**src/rtl/uart_pkg.sv**
```systemverilog
// Shared definitions for the parametrised UART transmitter: parity modes,
// FSM state encodings and the data-bit parity helper.
package uart_pkg;

    localparam int unsigned PAR_NONE = 0;
    localparam int unsigned PAR_ODD  = 1;
    localparam int unsigned PAR_EVEN = 2;

    localparam logic [2:0] ST_IDLE   = 3'd0;
    localparam logic [2:0] ST_START  = 3'd1;
    localparam logic [2:0] ST_DATA   = 3'd2;
    localparam logic [2:0] ST_PARITY = 3'd3;
    localparam logic [2:0] ST_STOP   = 3'd4;

    // XOR of the low 'width' bits of v (even parity); bits above width are ignored
    function automatic logic xor_bits(input logic [8:0] v, input int unsigned width);
        logic [8:0] mask;
        mask = 9'((10'd1 << width) - 10'd1);
        return ^(v & mask);
    endfunction

endpackage

```
**src/rtl/uart_sync_fifo.sv**
```systemverilog
// Synchronous FIFO with registered storage; pointers carry one extra wrap bit
// so full and empty are distinguished without a separate counter.
module uart_sync_fifo #(
    parameter int unsigned WIDTH = 8,
    parameter int unsigned DEPTH = 4
) (
    input  logic                     clk_i,
    input  logic                     rst_i,
    input  logic                     push_i,
    input  logic [WIDTH-1:0]         wdata_i,
    input  logic                     pop_i,
    output logic [WIDTH-1:0]         rdata_o,
    output logic                     full_o,
    output logic                     empty_o,
    output logic [$clog2(DEPTH):0]   count_o
);

    localparam int unsigned AW = $clog2(DEPTH);
    localparam int unsigned CW = AW + 1;

    logic [WIDTH-1:0] mem_q [DEPTH];
    logic [AW:0]      wptr_q, wptr_d;
    logic [AW:0]      rptr_q, rptr_d;
    logic             do_push;
    logic             do_pop;

    assign count_o = wptr_q - rptr_q;
    assign full_o  = (count_o == CW'(DEPTH));
    assign empty_o = (wptr_q == rptr_q);
    assign do_push = push_i && !full_o;
    assign do_pop  = pop_i && !empty_o;
    assign rdata_o = mem_q[rptr_q[AW-1:0]];

    always_comb begin
        wptr_d = wptr_q;
        rptr_d = rptr_q;
        if (do_push) wptr_d = wptr_q + CW'(1);
        if (do_pop)  rptr_d = rptr_q + CW'(1);
    end

    always_ff @(posedge clk_i) begin
        if (rst_i) begin
            wptr_q <= '0;
            rptr_q <= '0;
        end else begin
            wptr_q <= wptr_d;
            rptr_q <= rptr_d;
        end
    end

    // Storage needs no reset: entries are only read after being written
    always_ff @(posedge clk_i) begin
        if (do_push) mem_q[wptr_q[AW-1:0]] <= wdata_i;
    end

endmodule

```
**src/rtl/uart_tx_param.sv**
```systemverilog
// Parametrised UART transmitter: TX FIFO feeding a START/DATA/PARITY/STOP
// serialiser with registered line, active, done and overflow outputs.
module uart_tx_param
    import uart_pkg::*;
#(
    parameter int unsigned CLKS_PER_BIT = 87,
    parameter int unsigned DATA_BITS    = 8,
    parameter int unsigned PARITY       = 0,
    parameter int unsigned STOP_BITS    = 1,
    parameter int unsigned FIFO_DEPTH   = 4
) (
    input  logic                          i_Clock,
    input  logic                          i_Reset,
    input  logic                          i_Tx_DV,
    input  logic [DATA_BITS-1:0]          i_Tx_Byte,
    output logic                          o_Tx_Ready,
    output logic                          o_Overflow,
    output logic [$clog2(FIFO_DEPTH):0]   o_Fifo_Count,
    output logic                          o_Tx_Serial,
    output logic                          o_Tx_Active,
    output logic                          o_Tx_Done
);

    localparam int unsigned TW = $clog2(CLKS_PER_BIT);
    localparam int unsigned IW = $clog2(DATA_BITS);

    logic [2:0]           state_q, state_d;
    logic [TW-1:0]        timer_q, timer_d;
    logic [IW-1:0]        idx_q, idx_d;
    logic [DATA_BITS-1:0] shift_q, shift_d;
    logic                 par_q, par_d;
    logic                 serial_q, serial_d;
    logic                 active_q, active_d;
    logic                 done_q, done_d;
    logic                 ovf_q, ovf_d;

    logic                 fifo_full;
    logic                 fifo_empty;
    logic                 fifo_pop;
    logic [DATA_BITS-1:0] fifo_rdata;
    logic                 bit_end;
    logic                 even_par;

    uart_sync_fifo #(
        .WIDTH (DATA_BITS),
        .DEPTH (FIFO_DEPTH)
    ) u_fifo (
        .clk_i   (i_Clock),
        .rst_i   (i_Reset),
        .push_i  (i_Tx_DV),
        .wdata_i (i_Tx_Byte),
        .pop_i   (fifo_pop),
        .rdata_o (fifo_rdata),
        .full_o  (fifo_full),
        .empty_o (fifo_empty),
        .count_o (o_Fifo_Count)
    );

    assign o_Tx_Ready = !fifo_full;
    assign bit_end    = (timer_q == TW'(CLKS_PER_BIT - 1));
    assign even_par   = xor_bits(9'(fifo_rdata), DATA_BITS);

    // Next-state, datapath and registered-output logic
    always_comb begin
        state_d  = state_q;
        timer_d  = timer_q;
        idx_d    = idx_q;
        shift_d  = shift_q;
        par_d    = par_q;
        serial_d = 1'b1;
        active_d = 1'b0;
        done_d   = 1'b0;
        ovf_d    = i_Tx_DV && fifo_full;
        fifo_pop = 1'b0;

        case (state_q)
            ST_IDLE: begin
                if (!fifo_empty) begin
                    fifo_pop = 1'b1;
                    shift_d  = fifo_rdata;
                    par_d    = (PARITY == PAR_ODD) ? ~even_par : even_par;
                    state_d  = ST_START;
                end
            end
            ST_START: begin
                if (bit_end) state_d = ST_DATA;
            end
            ST_DATA: begin
                if (bit_end) begin
                    if (idx_q == IW'(DATA_BITS - 1)) begin
                        idx_d   = '0;
                        state_d = (PARITY != PAR_NONE) ? ST_PARITY : ST_STOP;
                    end else begin
                        idx_d   = idx_q + IW'(1);
                        shift_d = shift_q >> 1;
                    end
                end
            end
            ST_PARITY: begin
                if (bit_end) state_d = ST_STOP;
            end
            ST_STOP: begin
                // idx_q reused to count stop bits; it is back at 0 when leaving
                if (bit_end) begin
                    if (idx_q == IW'(STOP_BITS - 1)) begin
                        idx_d   = '0;
                        state_d = ST_IDLE;
                    end else begin
                        idx_d = idx_q + IW'(1);
                    end
                end
            end
            default: begin
                state_d = ST_IDLE;
            end
        endcase

        if ((state_d != state_q) || bit_end || (state_q == ST_IDLE)) begin
            timer_d = '0;
        end else begin
            timer_d = timer_q + TW'(1);
        end

        // Line value is registered for the state being entered
        case (state_d)
            ST_START:  serial_d = 1'b0;
            ST_DATA:   serial_d = shift_d[0];
            ST_PARITY: serial_d = par_d;
            default:   serial_d = 1'b1;
        endcase

        active_d = (state_d != ST_IDLE);
        done_d   = (state_q == ST_STOP) && (state_d == ST_IDLE);
    end

    always_ff @(posedge i_Clock) begin
        if (i_Reset) begin
            state_q  <= ST_IDLE;
            timer_q  <= '0;
            idx_q    <= '0;
            shift_q  <= '0;
            par_q    <= 1'b0;
            serial_q <= 1'b1;
            active_q <= 1'b0;
            done_q   <= 1'b0;
            ovf_q    <= 1'b0;
        end else begin
            state_q  <= state_d;
            timer_q  <= timer_d;
            idx_q    <= idx_d;
            shift_q  <= shift_d;
            par_q    <= par_d;
            serial_q <= serial_d;
            active_q <= active_d;
            done_q   <= done_d;
            ovf_q    <= ovf_d;
        end
    end

    assign o_Tx_Serial = serial_q;
    assign o_Tx_Active = active_q;
    assign o_Tx_Done   = done_q;
    assign o_Overflow  = ovf_q;

endmodule

```
**config.mk**
```make
export PLATFORM = sky130hd
export DESIGN_NAME = uart_tx_param
export DESIGN_NICKNAME = d
export VERILOG_FILES = /design/src/rtl/uart_pkg.sv /design/src/rtl/uart_sync_fifo.sv /design/src/rtl/uart_tx_param.sv
export SDC_FILE = /design/constraint.sdc
export NUM_CORES = 1
export LEC_CHECK = 0
export ABC_AREA = 1
export BUFFER_PORTS_ARGS = -buffer_cell sky130_fd_sc_hd__buf_2
export CAP_MARGIN = 20
export CELL_PAD_IN_SITES_DETAIL_PLACEMENT = 0
export CELL_PAD_IN_SITES_GLOBAL_PLACEMENT = 2
export CORE_MARGIN = 2
export CORE_UTILIZATION = 39
export DETAILED_ROUTE_END_ITERATION = 8
export HOLD_SLACK_MARGIN = 0.12
export PLACE_DENSITY = 0.83
export SLEW_MARGIN = 20
export SYNTH_ARGS = -nofsm -noshare
export SYNTH_HDL_FRONTEND = slang
export SYNTH_SLANG_ARGS = --single-unit
export TNS_END_PERCENT = 5
```
**constraint.sdc**
```tcl
create_clock -name i_Clock -period 5.7 [get_ports i_Clock]
set_input_delay 0 -clock i_Clock [delete_from_list [all_inputs] [get_ports i_Clock]]
set_output_delay 0 -clock i_Clock [all_outputs]
set_load 0.02 [all_outputs]
```
==> metrics.md <==
| Metric | Value |
|---|---|
| Met3 wire length | `177 um` |
| Post-DR wirelength/cell | `11.8 um` |
| Fmax | `0.432 GHz` |
| Layout cells sized above 1 | `0.111` |
| Slew headroom | `0.558` |
| Logic pwr share | `0.372` |
| CTS tree | `built` |
| Setup TNS | `0 ns` |
| Synth area leader | `edfxtp_1` |
| Diode count | `0` |
| Post-synthesis sequential area ratio | `0.529` |
| RSZ-0062 raised after global routing | `false` |
| Nets | `425` |
| Pin count of the biggest net entering global routing | `19` |
| Pins Over Slew Limit | `0` |
| Syn-to-layout area delta | `15.5%` |
| WHS Path Cells | `2` |
| Root buffer selected by CTS | `clkbuf_8` |
| CP Launch Type | `flop` |
| Number of global-route vias before repair | `2126` |
| Fin crit period | `2.31 ns` |
| Leakage | `1.59 nW` |
| Worst-path fanout max | `8` |
| Highest Signal Layer | `met4` |
| R2r setup slk | `3.39 ns` |
| Synth top area share | `0.310` |
| CP Data Arrival Time | `2.29 ns` |
| CTS clk-pin slew, worst paths | `0.08 ns` |
| Reg area | `1640 um2` |
| Core area | `7730 um2` |
| Mapped Cells | `371` |
| Longest Clk Path Bufs | `2` |
| # Max-Cap Violations | `0` |
| GP Congestion | `0.714` |
| Rows | `32` |
| Total placed cells including tap cells | `482` |
| Via density | `4.55` |
| Die W | `93.2 um` |
| Final cell count without fillers | `508` |
| Worst vdd ir | `0.000299 V` |
| H-tree Lvls | `3` |
| Final period util | `0.406` |
| Seq cells post-synth | `66` |
| Drt drc | `0` |
| Endpoint type of the worst setup path | `flop` |
| Routed wire length | `5990 um` |
| Wl on met1 | `3240 um` |
| Clk_lat worst skew | `0.34 ns` |
| Input/output buffers | `18` |
| Worst Hold Class | `in2reg` |
| Post-Syn Nets | `395` |
| Status | `completed` |
| Total of fill cells in the finished design | `770` |
| Internal power | `1.01 mW` |
| Util after Layout | `0.463` |
| Area occupied by multi-input gates | `1250 um2` |
| Critical path type | `reg2reg` |
| Die ar. | `8680 um2` |
| Syn avg cell area | `8.36 um2` |
| Clock share of power | `0.239` |
| Met2 WL | `2470 um` |
| DR pass1 iterations | `4` |
| Num CTS Buffers | `9` |
| Fin. Hold Viols | `0` |
| ANT nets after route | `0` |
| Post-DP HPWL | `4250 um` |
| Die Y-Extent | `93.2 um` |
| First-pass GRT wire length | `10300 um` |
| DR iter-0 viols | `75` |
| R2r worst-path depth | `7` |
| Final Setup Violations | `0` |
| Flop pwr share | `0.389` |
| Worst path required time | `5.68 ns` |
| Routed via count | `2312` |
| Global Route Usage Sum | `0.153` |
| Grt total ovfl | `0` |
| Initial core utilization | `0.401` |
| Worst slew pin tran | `0.662 ns` |
| Synthesis Warnings | `0` |
| Initial antenna violation count | `0` |
| Post-Syn Area | `3100 um2` |
| Psw | `0.700 mW` |
| Sw frac | `0.408` |
| Area contributors post-synth | `edfxtp_1 (31%), dfxtp_1 (22%), nand2_1 (15%), nand3_1 (5.0%), inv_1 (5.0%)` |
| Num Clock Sinks | `66` |
| Clock Skews | `0.00887 ns` |
| Number of distinct library cells after synthesis | `31` |
| P per Cell Area | `479 nW/um2` |
| IO Count | `19` |
## worst max-delay path, cell delays in order (launching register included)
cell	delay, ns
dfxtp_1	0.36
inv_1	0.11
ha_1	0.20
fa_1	0.37
xor2_1	0.19
nand3_2	0.12
nand2_4	0.09
nor2_1	0.51
## worst paths after layout
kind | startpoint | end
worst max-delay path | u_fifo.wptr_q[0] | u_fifo.mem_q[2][0]
worst min-delay path | i_Tx_Byte[2] | u_fifo.mem_q[0][2]
worst max register to register | u_fifo.wptr_q[0] | u_fifo.mem_q[2][0]
worst min register to register | shift_q[7] | shift_q[7]
## through the flow
| stage | hold slack [ns] | power, mW | cell area (um2) | worst slack, ns |
|---|---|---|---|---|
| after floorplan | 0.0691 | 1.16 | 3100 | 3.31 |
| after global placement | 0.220 | 1.31 | 3270 | 3.43 |
| after detailed placement | 0.226 | 1.32 | 3270 | 3.37 |
| after CTS | 0.394 | 1.74 | 3580 | 3.36 |
| after global routing | 0.409 | 1.87 | 3580 | 3.19 |
| final | 0.414 | 1.71 | 3580 | 3.39 |
## placed cells by master, fill, tap and decap left out, drive strengths merged, types with 4 or more instances in the layout
| cell type | instances |
|---|---|
| nor2 | 32 |
| dlygate4sd3 | 10 |
| xor2 | 4 |
| dfxtp | 34 |
| ha | 12 |
| o21ai | 19 |
| a21oi | 17 |
| edfxtp | 32 |
| buf | 18 |
| inv | 47 |
| clkbuf | 9 |
| nand2 | 123 |
| nor3 | 4 |
| nand3 | 32 |
## synthesized netlist by cell type
library cell,instances
nand2_4,1
nor3_1,3
nor3_2,1
a21oi_1,17
edfxtp_1,32
nor2_4,2
clkbuf_1,3
buf_1,1
a31oi_1,1
nor2_1,29
ha_1,12
o21ai_2,1
inv_1,41
nand4_2,1
inv_2,2
dfxtp_1,34
nand4_1,1
o21ai_0,18
nand3_1,31
a211oi_1,2
or2_0,1
nand2_1,122
a21o_1,1
fa_1,1
and3_1,1
nor2_2,1
nand3_2,1
buf_2,3
or2_2,1
buf_4,2
xor2_1,4
## metal layers
layer	vias up	track usage
li1	1254	-
met1	1024	0.224
met2	25	0.220
met3	9	0.0363
met4	0	0.0588
met5	-	0
## layout make-up
type | instances | area share
repair buffers | 28 | 0.0531
well taps | 102 | 0.0357
clock buffers | 9 | 0.0346
clock inverters | 7 | 0.0231
multi-input cells | 253 | 0.350
inverters | 43 | 0.0451
flip-flops and latches | 66 | 0.459
## power groups by stage
stage	Combinational [mW]	Sequential [mW]	Clock [mW]
after floorplan	0.509	0.649	0
after global placement	0.636	0.679	0
after detailed placement	0.642	0.678	0
after CTS	0.649	0.668	0.423
after global routing	0.753	0.681	0.440
final	0.637	0.667	0.409
## sequential cells by signal, summed over array words and instances (netlist names), named ones only
name,cells
shift_q,8
o_Tx_Serial,1
u_fifo.wptr_q,3
o_Overflow,1
u_fifo.mem_q,32
o_Tx_Done,1
idx_q,3
par_q,1
timer_q,7
u_fifo.rptr_q,3
state_q,3
o_Tx_Active,1
## logic make-up (layout without fill, tap and decap cells)
kind of cell / after synthesis / count (layout) / share of synthesized area
buffers and inverters: 52 / 87 / 0.0666
AO/OA/AOI/OAI: 40 / 40 / 0.0686
adder cells (fa/ha/maj): 13 / 13 / 0.0549
AND/OR/NAND/NOR: 196 / 196 / 0.269
flip-flops: 66 / 66 / 0.529
XOR/XNOR: 4 / 4 / 0.0113
## what timing repair did
| item | in CTS | in global routing |
|---|---|---|
| hold endpoints to repair | 49 | 0 |
| setup buffers | 0 | 0 |
| resized for setup | 0 | 0 |
| hold buffers | 10 | 0 |
Note: power is estimated with default switching activity, not from simulation.
